$ cat src/rtl/micro_sequencer_if.sv
// Microword/sequencer bundle: next-address controls in, microaddress and stack status out.
// Latency: none, wiring only.
// Backpressure: none; the sequencer stalls only through the mfc/WAIT mechanism.
interface micro_sequencer_if #(
    parameter int AW    = 6,
    parameter int NCOND = 4,
    parameter int DEPTH = 4
);
    localparam int CW = $clog2(NCOND);
    localparam int LW = $clog2(DEPTH + 1);

    logic [2:0]       ns;
    logic [CW-1:0]    csel;
    logic             inv;
    logic [AW-1:0]    target;
    logic [AW-1:0]    entry;
    logic [NCOND-1:0] cond;
    logic             mfc;
    logic [AW-1:0]    uaddr;
    logic             waiting;
    logic [LW-1:0]    level;
    logic             ovf;
    logic             unf;

    modport master (
        output ns, csel, inv, target, entry, cond, mfc,
        input  uaddr, waiting, level, ovf, unf
    );

    modport slave (
        input  ns, csel, inv, target, entry, cond, mfc,
        output uaddr, waiting, level, ovf, unf
    );
endinterface

$ cat src/rtl/micro_sequencer.sv
// Microprogram sequencer: next microaddress from ns mode, condition mux and optional return stack (USEQ_STACK_EN).
// Latency: uaddr updates one clock after ns/inputs are sampled, one microword per cycle.
// Backpressure: ns=WAIT holds uaddr while mfc is low; waiting flags the stall combinationally.
module micro_sequencer #(
    parameter int AW    = 6,
    parameter int NCOND = 4,
    parameter int DEPTH = 4
) (
    input  logic             clk,
    input  logic             CLR,
    micro_sequencer_if.slave bus
);
    localparam int CW = $clog2(NCOND);
    localparam int LW = $clog2(DEPTH + 1);

    typedef enum logic [2:0] {
        NS_INC   = 3'b000,
        NS_JMP   = 3'b001,
        NS_DISP  = 3'b010,
        NS_FETCH = 3'b011,
        NS_CJMP  = 3'b100,
        NS_CALL  = 3'b101,
        NS_RET   = 3'b110,
        NS_WAIT  = 3'b111
    } ns_t;

    ns_t           mode;
    logic [AW-1:0] uaddr_q;
    logic [AW-1:0] uaddr_d;
    logic [AW-1:0] uaddr_inc;
    logic          c_sel;
    logic          c;

    assign mode      = ns_t'(bus.ns);
    assign uaddr_inc = uaddr_q + AW'(1);  // wraps modulo 2^AW by width

    // Condition mux; a select past the last condition reads as 0 before inversion.
    always_comb begin
        c_sel = 1'b0;
        for (int i = 0; i < NCOND; i++) begin
            if (bus.csel == CW'(i)) c_sel = bus.cond[i];
        end
        c = c_sel ^ bus.inv;
    end

`ifdef USEQ_STACK_EN
    logic [AW-1:0] stack [DEPTH];
    logic [AW-1:0] top;
    logic [LW-1:0] level_q;
    logic [LW-1:0] level_d;
    logic          ovf_q;
    logic          ovf_d;
    logic          unf_q;
    logic          unf_d;
    logic          push;
    logic          pop;
    logic          full;
    logic          empty;

    assign full  = (level_q == LW'(DEPTH));
    assign empty = (level_q == '0);

    // Top-of-stack read: entry at index level-1.
    always_comb begin
        top = '0;
        for (int i = 0; i < DEPTH; i++) begin
            if (level_q == LW'(i + 1)) top = stack[i];
        end
    end

    // Next-address select plus stack push/pop and sticky error flags.
    always_comb begin
        uaddr_d = uaddr_inc;
        push    = 1'b0;
        pop     = 1'b0;
        ovf_d   = ovf_q;
        unf_d   = unf_q;
        level_d = level_q;
        case (mode)
            NS_INC:   uaddr_d = uaddr_inc;
            NS_JMP:   uaddr_d = bus.target;
            NS_DISP:  uaddr_d = bus.entry;
            NS_FETCH: uaddr_d = '0;
            NS_CJMP:  uaddr_d = c ? bus.target : uaddr_inc;
            NS_CALL: begin
                uaddr_d = bus.target;
                if (full) ovf_d = 1'b1;
                else      push  = 1'b1;
            end
            NS_RET: begin
                if (empty) begin
                    uaddr_d = '0;
                    unf_d   = 1'b1;
                end else begin
                    uaddr_d = top;
                    pop     = 1'b1;
                end
            end
            NS_WAIT:  uaddr_d = bus.mfc ? uaddr_inc : uaddr_q;
        endcase
        if (push) level_d = level_q + LW'(1);
        if (pop)  level_d = level_q - LW'(1);
    end

    // Stack storage is deliberately left unreset; only level defines validity.
    always_ff @(posedge clk) begin
        for (int i = 0; i < DEPTH; i++) begin
            if (push && level_q == LW'(i)) stack[i] <= uaddr_inc;
        end
    end

    // Stack occupancy and sticky flags; the flags clear only on CLR.
    always_ff @(posedge clk or negedge CLR) begin
        if (!CLR) begin
            level_q <= '0;
            ovf_q   <= 1'b0;
            unf_q   <= 1'b0;
        end else begin
            level_q <= level_d;
            ovf_q   <= ovf_d;
            unf_q   <= unf_d;
        end
    end

    assign bus.level = level_q;
    assign bus.ovf   = ovf_q;
    assign bus.unf   = unf_q;
`else
    // Next-address select without a stack: CALL jumps, RET refetches.
    always_comb begin
        uaddr_d = uaddr_inc;
        case (mode)
            NS_INC:   uaddr_d = uaddr_inc;
            NS_JMP:   uaddr_d = bus.target;
            NS_DISP:  uaddr_d = bus.entry;
            NS_FETCH: uaddr_d = '0;
            NS_CJMP:  uaddr_d = c ? bus.target : uaddr_inc;
            NS_CALL:  uaddr_d = bus.target;
            NS_RET:   uaddr_d = '0;
            NS_WAIT:  uaddr_d = bus.mfc ? uaddr_inc : uaddr_q;
        endcase
    end

    assign bus.level = '0;
    assign bus.ovf   = 1'b0;
    assign bus.unf   = 1'b0;
`endif

    // Microaddress register, loaded every cycle.
    always_ff @(posedge clk or negedge CLR) begin
        if (!CLR) uaddr_q <= '0;
        else      uaddr_q <= uaddr_d;
    end

    assign bus.uaddr   = uaddr_q;
    assign bus.waiting = (mode == NS_WAIT) && !bus.mfc;
endmodule

$ cat src/flat_wrapper.sv
// flat-port wrapper written by rule: the top's interface ports become plain ports
module micro_sequencer_flat 
#(
    parameter int AW    = 6,
    parameter int NCOND = 4,
    parameter int DEPTH = 4
)
  (clk, CLR, bus_ns, bus_csel, bus_inv, bus_target, bus_entry, bus_cond, bus_mfc, bus_uaddr, bus_waiting, bus_level, bus_ovf, bus_unf);
  micro_sequencer_if #(.AW(AW), .NCOND(NCOND), .DEPTH(DEPTH)) bus_i ();
  input  logic clk;
  input  logic CLR;
  input wire logic [$bits(bus_i.ns)-1:0] bus_ns;
  input wire logic [$bits(bus_i.csel)-1:0] bus_csel;
  input wire logic [$bits(bus_i.inv)-1:0] bus_inv;
  input wire logic [$bits(bus_i.target)-1:0] bus_target;
  input wire logic [$bits(bus_i.entry)-1:0] bus_entry;
  input wire logic [$bits(bus_i.cond)-1:0] bus_cond;
  input wire logic [$bits(bus_i.mfc)-1:0] bus_mfc;
  output wire logic [$bits(bus_i.uaddr)-1:0] bus_uaddr;
  output wire logic [$bits(bus_i.waiting)-1:0] bus_waiting;
  output wire logic [$bits(bus_i.level)-1:0] bus_level;
  output wire logic [$bits(bus_i.ovf)-1:0] bus_ovf;
  output wire logic [$bits(bus_i.unf)-1:0] bus_unf;
  assign bus_i.ns = bus_ns;
  assign bus_i.csel = bus_csel;
  assign bus_i.inv = bus_inv;
  assign bus_i.target = bus_target;
  assign bus_i.entry = bus_entry;
  assign bus_i.cond = bus_cond;
  assign bus_i.mfc = bus_mfc;
  assign bus_uaddr = bus_i.uaddr;
  assign bus_waiting = bus_i.waiting;
  assign bus_level = bus_i.level;
  assign bus_ovf = bus_i.ovf;
  assign bus_unf = bus_i.unf;
  micro_sequencer #(.AW(AW), .NCOND(NCOND), .DEPTH(DEPTH)) u_core (.clk(clk), .CLR(CLR), .bus(bus_i));
endmodule
$ cat config.mk
export PLATFORM = sky130hd
export DESIGN_NAME = micro_sequencer_flat
export DESIGN_NICKNAME = d
export VERILOG_FILES = /design/src/rtl/micro_sequencer_if.sv /design/src/rtl/micro_sequencer.sv /design/src/flat_wrapper.sv
export SDC_FILE = /design/constraint.sdc
export NUM_CORES = 1
export LEC_CHECK = 0
export CELL_PAD_IN_SITES_DETAIL_PLACEMENT = 1
export CELL_PAD_IN_SITES_GLOBAL_PLACEMENT = 1
export CORE_MARGIN = 2
export CORE_UTILIZATION = 25
export CTS_CLUSTER_SIZE = 30
export DETAILED_ROUTE_END_ITERATION = 16
export GPL_TIMING_DRIVEN = 0
export HOLD_SLACK_MARGIN = 0.12
export PLACE_DENSITY_LB_ADDON = 0.08
export SLEW_MARGIN = 5
export SYNTH_ARGS = -nofsm -noshare
export SYNTH_HDL_FRONTEND = slang
export SYNTH_SLANG_ARGS = --single-unit
$ cat constraint.sdc
create_clock -name clk -period 1.8 [get_ports clk]
set_input_delay 0.18 -clock clk [delete_from_list [all_inputs] [get_ports clk]]
set_output_delay 0.18 -clock clk [all_outputs]
set_load 0.1 [all_outputs]
==> impl_metrics.prom <==
# TYPE chip_impl_metric gauge
chip_impl_info{name="status",value="finished, final reports clean"} 1
chip_impl_metric{name="antenna_found_initial",unit=""} 0
chip_impl_metric{name="synthToLayoutAreaGrowth",unit="%"} 68.8
chip_impl_metric{name="skew",unit="ps"} 1.50
chip_impl_metric{name="netlist-cell-type-count",unit=""} 28
chip_impl_metric{name="setup_viol",unit=""} 0
chip_impl_metric{name="multi_input_comb_area",unit="sq um"} 509
chip_impl_info{name="ys_dominant_reg_cell",value="sky130_fd_sc_hd__dfrtp_1"} 1
chip_impl_metric{name="largest_register_ffs",unit=""} 6
chip_impl_metric{name="worst_setup_hold_path_clk_slew",unit="ps"} 50
chip_impl_metric{name="setup_tns",unit="ps"} 0
chip_impl_metric{name="fmax",unit="MHz"} 581
chip_impl_metric{name="syn_avg_cell_area",unit="sq um"} 7.41
chip_impl_metric{name="synthCells",unit=""} 91
chip_impl_metric{name="synth_adder_area_share",unit=""} 0.0186
chip_impl_metric{name="synth_compound_gate_area_share",unit=""} 0.299
chip_impl_metric{name="total_power",unit="mW"} 0.828
chip_impl_metric{name="placed_cell_area",unit="sq mm"} 0.00105
chip_impl_metric{name="cts-buffers-inserted",unit=""} 3
chip_impl_metric{name="grt_start_max_net_pins",unit=""} 11
chip_impl_metric{name="p_per_area",unit="mW/mm^2"} 728
chip_impl_metric{name="register_area",unit="sq um"} 156
chip_impl_metric{name="synth_top_area_frac",unit=""} 0.223
chip_impl_info{name="cp_top_family",value="buffers and inverters"} 1
chip_impl_metric{name="clockBufferDepth",unit=""} 2
chip_impl_metric{name="worst-endpoint-required",unit="ps"} 1620
chip_impl_metric{name="slew_violations",unit=""} 0
chip_impl_metric{name="worst-slew-pin-transition",unit="ps"} 957
chip_impl_metric{name="cpPeakStageDelay",unit="ps"} 870
chip_impl_metric{name="gpl.final_weighted_congestion",unit=""} 0.725
chip_impl_metric{name="power.static_leakage",unit="nW"} 0.456
chip_impl_metric{name="fin_crit",unit="ps"} 1720
chip_impl_metric{name="dp_hpwl",unit="um"} 1840
chip_impl_metric{name="io_buffer_count",unit=""} 31
chip_impl_metric{name="worst_ir_drop_vdd",unit="mV"} 0.471
chip_impl_metric{name="placement_rows",unit=""} 18
chip_impl_metric{name="filler_cell_count",unit=""} 310
chip_impl_metric{name="residual_drc_count",unit=""} 0
chip_impl_info{name="synth_area_leaders",value="sky130_fd_sc_hd__dfrtp_1 (22%), sky130_fd_sc_hd__o21ai_0 (10%), sky130_fd_sc_hd__a21oi_1 (6.7%), sky130_fd_sc_hd__nand3_1 (5.9%), sky130_fd_sc_hd__buf_4 (5.6%)"} 1
chip_impl_metric{name="timing.reg2reg.worst_path_depth",unit=""} 5
chip_impl_metric{name="wire_length_of_the_first_global_routing_pass",unit="um"} 3730
chip_impl_metric{name="synth.yosys.warnings",unit=""} 0
chip_impl_metric{name="placed_instances",unit=""} 156
chip_impl_metric{name="floorplan.initialDensity",unit=""} 0.267
chip_impl_metric{name="overflow",unit=""} 0
chip_impl_metric{name="detailroute.via_count",unit=""} 828
chip_impl_metric{name="finalCritPeriodShare",unit=""} 0.956
chip_impl_metric{name="routed_wire_length",unit="um"} 2280
chip_impl_metric{name="layout-drive-gt1-share",unit=""} 0.231
chip_impl_metric{name="cell_area_after_technology_mapping",unit="sq um"} 674
chip_impl_metric{name="global_route.usage.total",unit=""} 0.152
chip_impl_metric{name="nets",unit=""} 161
chip_impl_info{name="clock-root-buffer",value="sky130_fd_sc_hd__clkbuf_4"} 1
chip_impl_metric{name="finalNonFillerCells",unit=""} 164
chip_impl_metric{name="maxCapViolCount",unit=""} 0
chip_impl_info{name="critical_path.cell_chain",value="dlygate4sd2_1"} 1
chip_impl_metric{name="final-hold-violation-count",unit=""} 0
chip_impl_metric{name="post_synth_edffs",unit=""} 0
chip_impl_metric{name="yosys_register_bits",unit=""} 6
chip_impl_info{name="crit_end_category",value="primary output"} 1
chip_impl_metric{name="post_synth_xor_area_fraction",unit=""} 0.0928
chip_impl_metric{name="postSynth.asyncResetShare",unit=""} 1.00
chip_impl_metric{name="worst_slew_margin_rel",unit=""} 0.365
chip_impl_metric{name="placeableCoreArea",unit="sq mm"} 0.00252
chip_impl_metric{name="critical_path_fanout_max",unit=""} 6
chip_impl_info{name="worstSetupPathType",value="flip-flop to primary output"} 1
chip_impl_metric{name="fin_util",unit=""} 0.451
chip_impl_metric{name="tritoncts_num_sinks",unit=""} 6
chip_impl_metric{name="drt_pre_antenna_iters",unit=""} 4
chip_impl_metric{name="antenna-diode-count",unit=""} 0
chip_impl_metric{name="synth.mux.area_fraction",unit=""} 0.0482
chip_impl_metric{name="die_height",unit="um"} 55.9
chip_impl_info{name="worst_hold_class",value="input port to async pin"} 1
chip_impl_metric{name="vias_per_cell",unit=""} 5.05
chip_impl_info{name="cts_tree",value="yes"} 1
chip_impl_metric{name="die_w",unit="um"} 55.9
chip_impl_info{name="slowest_stage_cell_on_the_critical_path",value="sky130_fd_sc_hd__dlygate4sd2_1"} 1
chip_impl_info{name="synth_area_leader_cell",value="sky130_fd_sc_hd__dfrtp_1"} 1
chip_impl_metric{name="area_fraction_in_and_or_nand_and_nor_cells_after_synthesis",unit=""} 0.223
chip_impl_metric{name="number_of_global_route_vias_before_repair",unit=""} 869
chip_impl_metric{name="top_level_ports",unit=""} 37
chip_impl_metric{name="data_arrival_at_the_endpoint_of_the_critical_path",unit="ps"} 1540
chip_impl_metric{name="fp.dieArea",unit="sq mm"} 0.00313
chip_impl_metric{name="crit_buf_inv",unit=""} 1
chip_impl_metric{name="clock_tree.htree_level_count",unit=""} 1
chip_impl_metric{name="clk-insertion-delay-late",unit="ps"} 250
chip_impl_metric{name="post_drt_wl_per_cell",unit="um"} 13.9
chip_impl_metric{name="drt.antenna.violating_nets",unit=""} 0
chip_impl_metric{name="dr.first_iter.drc_count",unit=""} 10
chip_impl_info{name="crit_path_start_kind",value="flip-flop"} 1
chip_impl_metric{name="cp.depth",unit=""} 1
chip_impl_info{name="synth_top_family_by_area",value="compound AO/OA/AOI/OAI gates"} 1
chip_impl_metric{name="layout.cell_area.non_filler",unit="sq mm"} 0.00114
chip_impl_metric{name="ys_seq_area_frac",unit=""} 0.223
chip_impl_info{name="rsz0062_at_grt",value="no"} 1
[final timing paths]
kind,slack (ps),end,start
worst max-delay path,80,bus_uaddr[0],u_core.bus.uaddr[0]
worst min-delay path,180,u_core.bus.uaddr[4],CLR
worst max register to register,270,u_core.bus.uaddr[5],u_core.bus.uaddr[0]
worst min register to register,560,u_core.bus.uaddr[1],u_core.bus.uaddr[1]
max in group asynchronous,1360,u_core.bus.uaddr[0],CLR
min in group clk,560,u_core.bus.uaddr[1],u_core.bus.uaddr[1]
[cells in the final DEF, fill, tap and decap left out, types with 3 or more instances in the layout]
| cell type | count |
|---|---|
| sky130_fd_sc_hd__dlygate4sd2_1 | 6 |
| sky130_fd_sc_hd__a21oi_1 | 9 |
| sky130_fd_sc_hd__nand3_1 | 7 |
| sky130_fd_sc_hd__conb_1 | 5 |
| sky130_fd_sc_hd__nand2_1 | 7 |
| sky130_fd_sc_hd__dfrtp_2 | 5 |
| sky130_fd_sc_hd__clkdlybuf4s50_1 | 23 |
| sky130_fd_sc_hd__nand2b_1 | 3 |
| sky130_fd_sc_hd__buf_4 | 7 |
| sky130_fd_sc_hd__o21ai_0 | 12 |
| sky130_fd_sc_hd__clkbuf_4 | 3 |
| sky130_fd_sc_hd__inv_1 | 4 |
| sky130_fd_sc_hd__nor2_1 | 7 |
| sky130_fd_sc_hd__xnor2_1 | 4 |
[per-layer routing]
metal	track usage	vias to the layer above	share of wire
li1	-	408	-
met1	0.167	388	0.41
met2	0.270	28	0.51
met3	0.0419	4	0.056
met4	0.0680	0	0.025
met5	0	-	0
[metrics by stage]
stage               setup WS [ps]  hold slack [ps]
global placement             -884              455
finish                       78.9              184
floorplan                    41.2             -116
detailed placement           -876              456
CTS                         -41.7              185
global route                 24.8              188
[synthesized netlist by cell type (2+ instances only)]
master	n
sky130_fd_sc_hd__o21ai_0	14
sky130_fd_sc_hd__a21oi_1	9
sky130_fd_sc_hd__nor2_1	9
sky130_fd_sc_hd__nand3_1	8
sky130_fd_sc_hd__nand2_1	7
sky130_fd_sc_hd__dfrtp_1	6
sky130_fd_sc_hd__buf_4	5
sky130_fd_sc_hd__inv_1	4
sky130_fd_sc_hd__xnor2_1	4
sky130_fd_sc_hd__nand2b_1	3
sky130_fd_sc_hd__o221ai_1	3
sky130_fd_sc_hd__o211ai_1	2
sky130_fd_sc_hd__or2_2	2
[final cells by class]
cell class              count  share of cell area
multi-input cells          78               0.447
plain buffers               7              0.0407
repair buffers             35               0.305
inverters                   4              0.0132
flip-flops and latches      6               0.137
clock buffers               4              0.0231
well taps                  30              0.0330
[where the power goes]
part	switching, mW	total (mW)	leakage (nW)	internal (mW)
clock	0.0557	0.140	0.0150	0.0844
sequential	0.0318	0.191	0.0668	0.160
combinational	0.332	0.497	0.374	0.164
total	0.420	0.828	0.456	0.409
[repair_timing]
item,in CTS,in global routing
pin swaps,0,5
endpoints found under the hold margin,0,0
resized for setup,13,11
setup endpoints to repair,11,6
setup buffers,2,2
hold buffers,0,0
[logic make-up (layout without fill, tap and decap cells)]
logic type      after synthesis  in the layout
compound gates               33             33
simple gates                 32             32
buf+inv                      11             50
flops                         6              6
xor+xnor                      5              5
mux                           2              2
fa+ha+maj                     1              1
other cells                   1              5
(Power assumes the default switching activity.)
